`src/rtl/radix2_signed_divider.sv`:
```
// Sequential 8-bit signed divider: restoring shift-subtract on operand magnitudes,
// one quotient bit per clock, sign correction and special-case handling in a final step.
//
// state | meaning
// IDLE  | waiting for start; outputs hold last result
// CALC  | eight restoring iterations, quotient bits MSB-first
// FIX   | apply signs / special cases, load outputs, pulse done
module radix2_signed_divider (
  input  logic              clk,
  input  logic              rst,
  input  logic              start,
  input  logic signed [7:0] in1,
  input  logic signed [7:0] in2,
  output logic              busy,
  output logic              done,
  output logic signed [7:0] quotient,
  output logic signed [7:0] remainder,
  output logic              div_by_zero,
  output logic              overflow
);

  typedef enum logic [1:0] {IDLE = 2'd0, CALC = 2'd1, FIX = 2'd2} state_t;

  state_t      state_q;
  logic [7:0]  a_q, b_q;
  logic [8:0]  mag_a_q, mag_b_q, rem_q;
  logic [2:0]  cnt_q;
  logic        qsign_q, rsign_q;
  logic        busy_q, done_q, dbz_q, ovf_q;
  logic [7:0]  quo_q, remo_q;

  logic [8:0]  mag1_d, mag2_d, trial_d, diff_d;
  logic        qbit_d;
  logic [7:0]  qfix_d, rfix_d;

  // 9-bit magnitudes so that |-128| = 128 is representable
  assign mag1_d  = in1[7] ? (9'd0 - {in1[7], in1}) : {1'b0, in1};
  assign mag2_d  = in2[7] ? (9'd0 - {in2[7], in2}) : {1'b0, in2};

  // mag_a_q shifts left; its low bits fill with quotient bits as the dividend drains out
  assign trial_d = {rem_q[7:0], mag_a_q[7]};
  assign qbit_d  = (trial_d >= mag_b_q);
  assign diff_d  = trial_d - mag_b_q;

  assign qfix_d  = qsign_q ? (8'd0 - mag_a_q[7:0]) : mag_a_q[7:0];
  assign rfix_d  = rsign_q ? (8'd0 - rem_q[7:0])   : rem_q[7:0];

  always_ff @(posedge clk or negedge rst) begin
    if (!rst) begin
      state_q <= IDLE;
      a_q     <= '0;
      b_q     <= '0;
      mag_a_q <= '0;
      mag_b_q <= '0;
      rem_q   <= '0;
      cnt_q   <= '0;
      qsign_q <= 1'b0;
      rsign_q <= 1'b0;
      busy_q  <= 1'b0;
      done_q  <= 1'b0;
      dbz_q   <= 1'b0;
      ovf_q   <= 1'b0;
      quo_q   <= '0;
      remo_q  <= '0;
    end else begin
      done_q <= 1'b0;
      unique case (state_q)
        IDLE: begin
          if (start) begin
            a_q     <= in1;
            b_q     <= in2;
            mag_a_q <= mag1_d;
            mag_b_q <= mag2_d;
            rem_q   <= '0;
            qsign_q <= in1[7] ^ in2[7];
            rsign_q <= in1[7];
            cnt_q   <= '0;
            busy_q  <= 1'b1;
            state_q <= CALC;
          end
        end
        CALC: begin
          rem_q   <= qbit_d ? diff_d : trial_d;
          mag_a_q <= {mag_a_q[7:0], qbit_d};
          cnt_q   <= cnt_q + 3'd1;
          if (cnt_q == 3'd7) state_q <= FIX;
        end
        FIX: begin
          if (b_q == 8'h00) begin
            quo_q  <= 8'hFF;
            remo_q <= a_q;
            dbz_q  <= 1'b1;
            ovf_q  <= 1'b0;
          end else if (a_q == 8'h80 && b_q == 8'hFF) begin
            quo_q  <= 8'h80;
            remo_q <= 8'h00;
            dbz_q  <= 1'b0;
            ovf_q  <= 1'b1;
          end else begin
            quo_q  <= qfix_d;
            remo_q <= rfix_d;
            dbz_q  <= 1'b0;
            ovf_q  <= 1'b0;
          end
          done_q  <= 1'b1;
          busy_q  <= 1'b0;
          state_q <= IDLE;
        end
        default: begin
          busy_q  <= 1'b0;
          state_q <= IDLE;
        end
      endcase
    end
  end

  assign busy        = busy_q;
  assign done        = done_q;
  assign quotient    = quo_q;
  assign remainder   = remo_q;
  assign div_by_zero = dbz_q;
  assign overflow    = ovf_q;

endmodule

```
`config.mk`:
```
export PLATFORM = sky130hd
export DESIGN_NAME = radix2_signed_divider
export DESIGN_NICKNAME = d
export VERILOG_FILES = /design/src/rtl/radix2_signed_divider.sv
export SDC_FILE = /design/constraint.sdc
export NUM_CORES = 1
export LEC_CHECK = 0
export ABC_AREA = 1
export CAP_MARGIN = 10
export CORE_MARGIN = 2
export CORE_UTILIZATION = 30
export CTS_CLUSTER_SIZE = 8
export DETAILED_ROUTE_END_ITERATION = 8
export SLEW_MARGIN = 20
export SYNTH_ARGS = -nofsm -noshare
export SYNTH_HDL_FRONTEND = slang
export SYNTH_SLANG_ARGS = --single-unit
```
`constraint.sdc`:
```
create_clock -name clk -period 4.2 [get_ports clk]
set_input_delay 1.26 -clock clk [delete_from_list [all_inputs] [get_ports clk]]
set_output_delay 1.26 -clock clk [all_outputs]
set_load 0.01 [all_outputs]
```
==> results.json <==
{
  "status": "complete, no violations",
  "finalHoldViolCount": 0,
  "power.leakage_uw": 0.00227,
  "finalSetupViolCount": 0,
  "share_seq_of_total_power_pct": 29.6,
  "clockBufferDepth": 2,
  "die-area_um2": 13900,
  "clockPowerShare_pct": 20.4,
  "initial_core_util_pct": 30.8,
  "worstReg2RegEnd": "rem_q[4]",
  "p_sw_uw": 1710,
  "routed_wl_um": 9530,
  "hold_path.class": "reg2reg",
  "whs_path_depth": 2,
  "drive_gt1_share_pct": 7.37,
  "hold_buffers": 0,
  "track_usage_pct": 14.9,
  "layout_commonest_cell": "nand2_1",
  "end_kind": "register",
  "clockRootBuffer": "clkbuf_16",
  "worstHoldStart": "div_by_zero",
  "core.rowCount": 41,
  "die_y_um": 118,
  "grt_max_degree": 59,
  "ys_seq_elements": 66,
  "final_cell_mix": "135 x nand2_1, 66 x dfrtp_1, 65 x inv_1",
  "relSlewSlack_pct": 51.5,
  "antenna_found_initial": 0,
  "postRouteAntennaNets": 0,
  "dp.final_hpwl_um": 7370,
  "peakVddDrop_v": 0.000224,
  "clock_sinks": 66,
  "ys_seq_area_share_pct": 42.4,
  "cts.clk_slew.worst_paths_ns": 0.06,
  "whs_endpoint": "div_by_zero",
  "antenna_cells": 0,
  "post_cts_resized": 0,
  "core_area_um2": 12700,
  "fmaxAchievable_ghz": 0.392,
  "drtPass1Iterations": 4,
  "critPathKind": "in2reg",
  "ys.warnings.count": 0,
  "crit_fanout": 40,
  "synth_nets": 534,
  "yosys.cell_types.count": 40,
  "port_buffers": 38,
  "grt_pass1_wl_um": 16800,
  "final_nets": 573,
  "cts_buffers": 9,
  "synth-main-ff-cell": "dfrtp_1",
  "fin_util_pct": 37.4,
  "critPathLaunchType": "primary input",
  "period_minus_slack_ns": 2.55,
  "post-cts-setup-buffer-count": 0,
  "rrSetupSlack_ns": 2.23,
  "cts_tree": "done",
  "die_x_um": 118,
  "slew_viol_final": 0,
  "reg2reg_from": "mag_a_q[7]",
  "power.density_nw_per_um2": 840,
  "clkLatencyLatePin_ns": 0.33,
  "place_congestion": 0.909,
  "switching_share_pct": 43.0,
  "fin_crit_sh_pct": 60.7,
  "final_cell_area_um2": 4740,
  "ios": 39,
  "reg2regPathDepth": 9,
  "holdWs_ns": 0.487,
  "post_drt_via_cell_ratio": 4.69,
  "grt_overflow": 0,
  "fin_ws_ns": 1.65,
  "syn2layout_area_growth_pct": 21.7,
  "synthCells": 499,
  "first_global_vias": 3454,
  "rsz0062_at_grt": "no",
  "async_flop_share_pct": 100,
  "wl_per_cell_um": 13.3,
  "required_ns": 4.41,
  "synth_top_area_share_pct": 42.4,
  "power_frac_comb_pct": 50.0,
  "yosysTopAreaCell": "dfrtp_1",
  "cp.arrival_ns": 2.76,
  "drc": 0,
  "synth_enable_flop_cells": 0,
  "setup_tns_ns": 0,
  "dpl_cell_area_um2": 4420,
  "clock_skew_ns": 0.00756,
  "avgSynthCellArea_um2": 7.81,
  "synth_area_leaders": "dfrtp_1 42%, nand2_1 13%, inv_1 6.3%, nand3_1 5.6%, ha_1 4.8%",
  "drt_first_iter_violations": 213,
  "tightest_slew_ns": 0.728,
  "cap_violations": 0,
  "htreeDepth": 3,
  "post-place-ws_ns": 1.31,
  "p_int_uw": 2270,
  "netlist_area_um2": 3900,
  "vias": 3351
}
[area by class of cell]
cell class	instances	area, um^2
clock buffers	10	239
clock inverters	6	88.8
fillers	1343	7930
inverters	71	273
multi-input cells	351	1890
flip-flops and latches	66	1650
well taps	172	215
repair buffers	39	383
[per-layer routing]
metal	part of all wire, %	vias to the layer above	global-route usage (%)	routed length (um)
met5	0	-	0	0
met4	0.93	0	4.44	89
met3	5.3	9	4.02	503
met2	47	69	24.4	4450
met1	47	1567	19.2	4490
li1	-	1706	-	-
[power groups by stage]
| stage | registers, uW | logic [uW] | clock network, uW |
|---|---|---|---|
| 3_3_place_gp | 1170 | 1950 | 0 |
| 3_5_place_dp | 1190 | 1990 | 0 |
| 6_report | 1180 | 1990 | 812 |
| 2_1_floorplan | 1140 | 1470 | 0 |
| 4_1_cts | 1180 | 2000 | 828 |
| 5_1_grt | 1230 | 2300 | 857 |
[cell usage after synthesis, types with 3 or more instances]
cell type	instances
a21oi_1	17
a22oi_1	7
buf_2	7
buf_6	4
dfrtp_1	66
ha_1	15
inv_1	65
inv_2	3
nand2_1	135
nand2_4	3
nand3_1	44
nand4_1	8
nor2_1	34
nor2_4	4
nor3_1	4
o211ai_1	12
o21ai_0	33
xor2_1	13
[stage by stage]
step | cells | power, uW
global placement | 699 | 3130
CTS | 715 | 4010
finish | 715 | 3980
detailed placement | 699 | 3180
global route | 715 | 4380
floorplan | 499 | 2600
[cells by family after synthesis]
group,Yosys count,synth area share [%]
buffers and inverters,82,9.05
xor gates and xnor gates,14,3.15
adders and majority gates,16,5.33
AOI/OAI and AO/OA,80,12.3
DFF,66,42.4
and+or+nand+nor,241,27.8
[sequential cells by signal (all words and copies together) (netlist names)]
name / flops
a_q: 8
b_q: 8
busy: 1
cnt_q: 3
div_by_zero: 1
done: 1
mag_a_q: 8
mag_b_q: 8
overflow: 1
qsign_q: 1
quotient: 8
rem_q: 8
remainder: 8
state_q: 2
[how the worst max path moves through the flow]
stage	endpoint	from	slack, ns
finish	mag_a_q[7]	start	1.65
floorplan	mag_b_q[6]	in2[0]	2.09
CTS	mag_a_q[7]	start	1.66
global placement	mag_a_q[7]	start	1.34
detailed placement	mag_a_q[7]	start	1.31
global route	mag_a_q[7]	start	1.50
[critical path, cell delays in order]
cell	delay (ns)
clkdlybuf4s50_1	0.50
nand2_4	0.24
inv_4	0.28
nor2_8	0.10
inv_2	0.07
o22ai_1	0.05
or2_1	0.23
(Power assumes the default switching activity.)
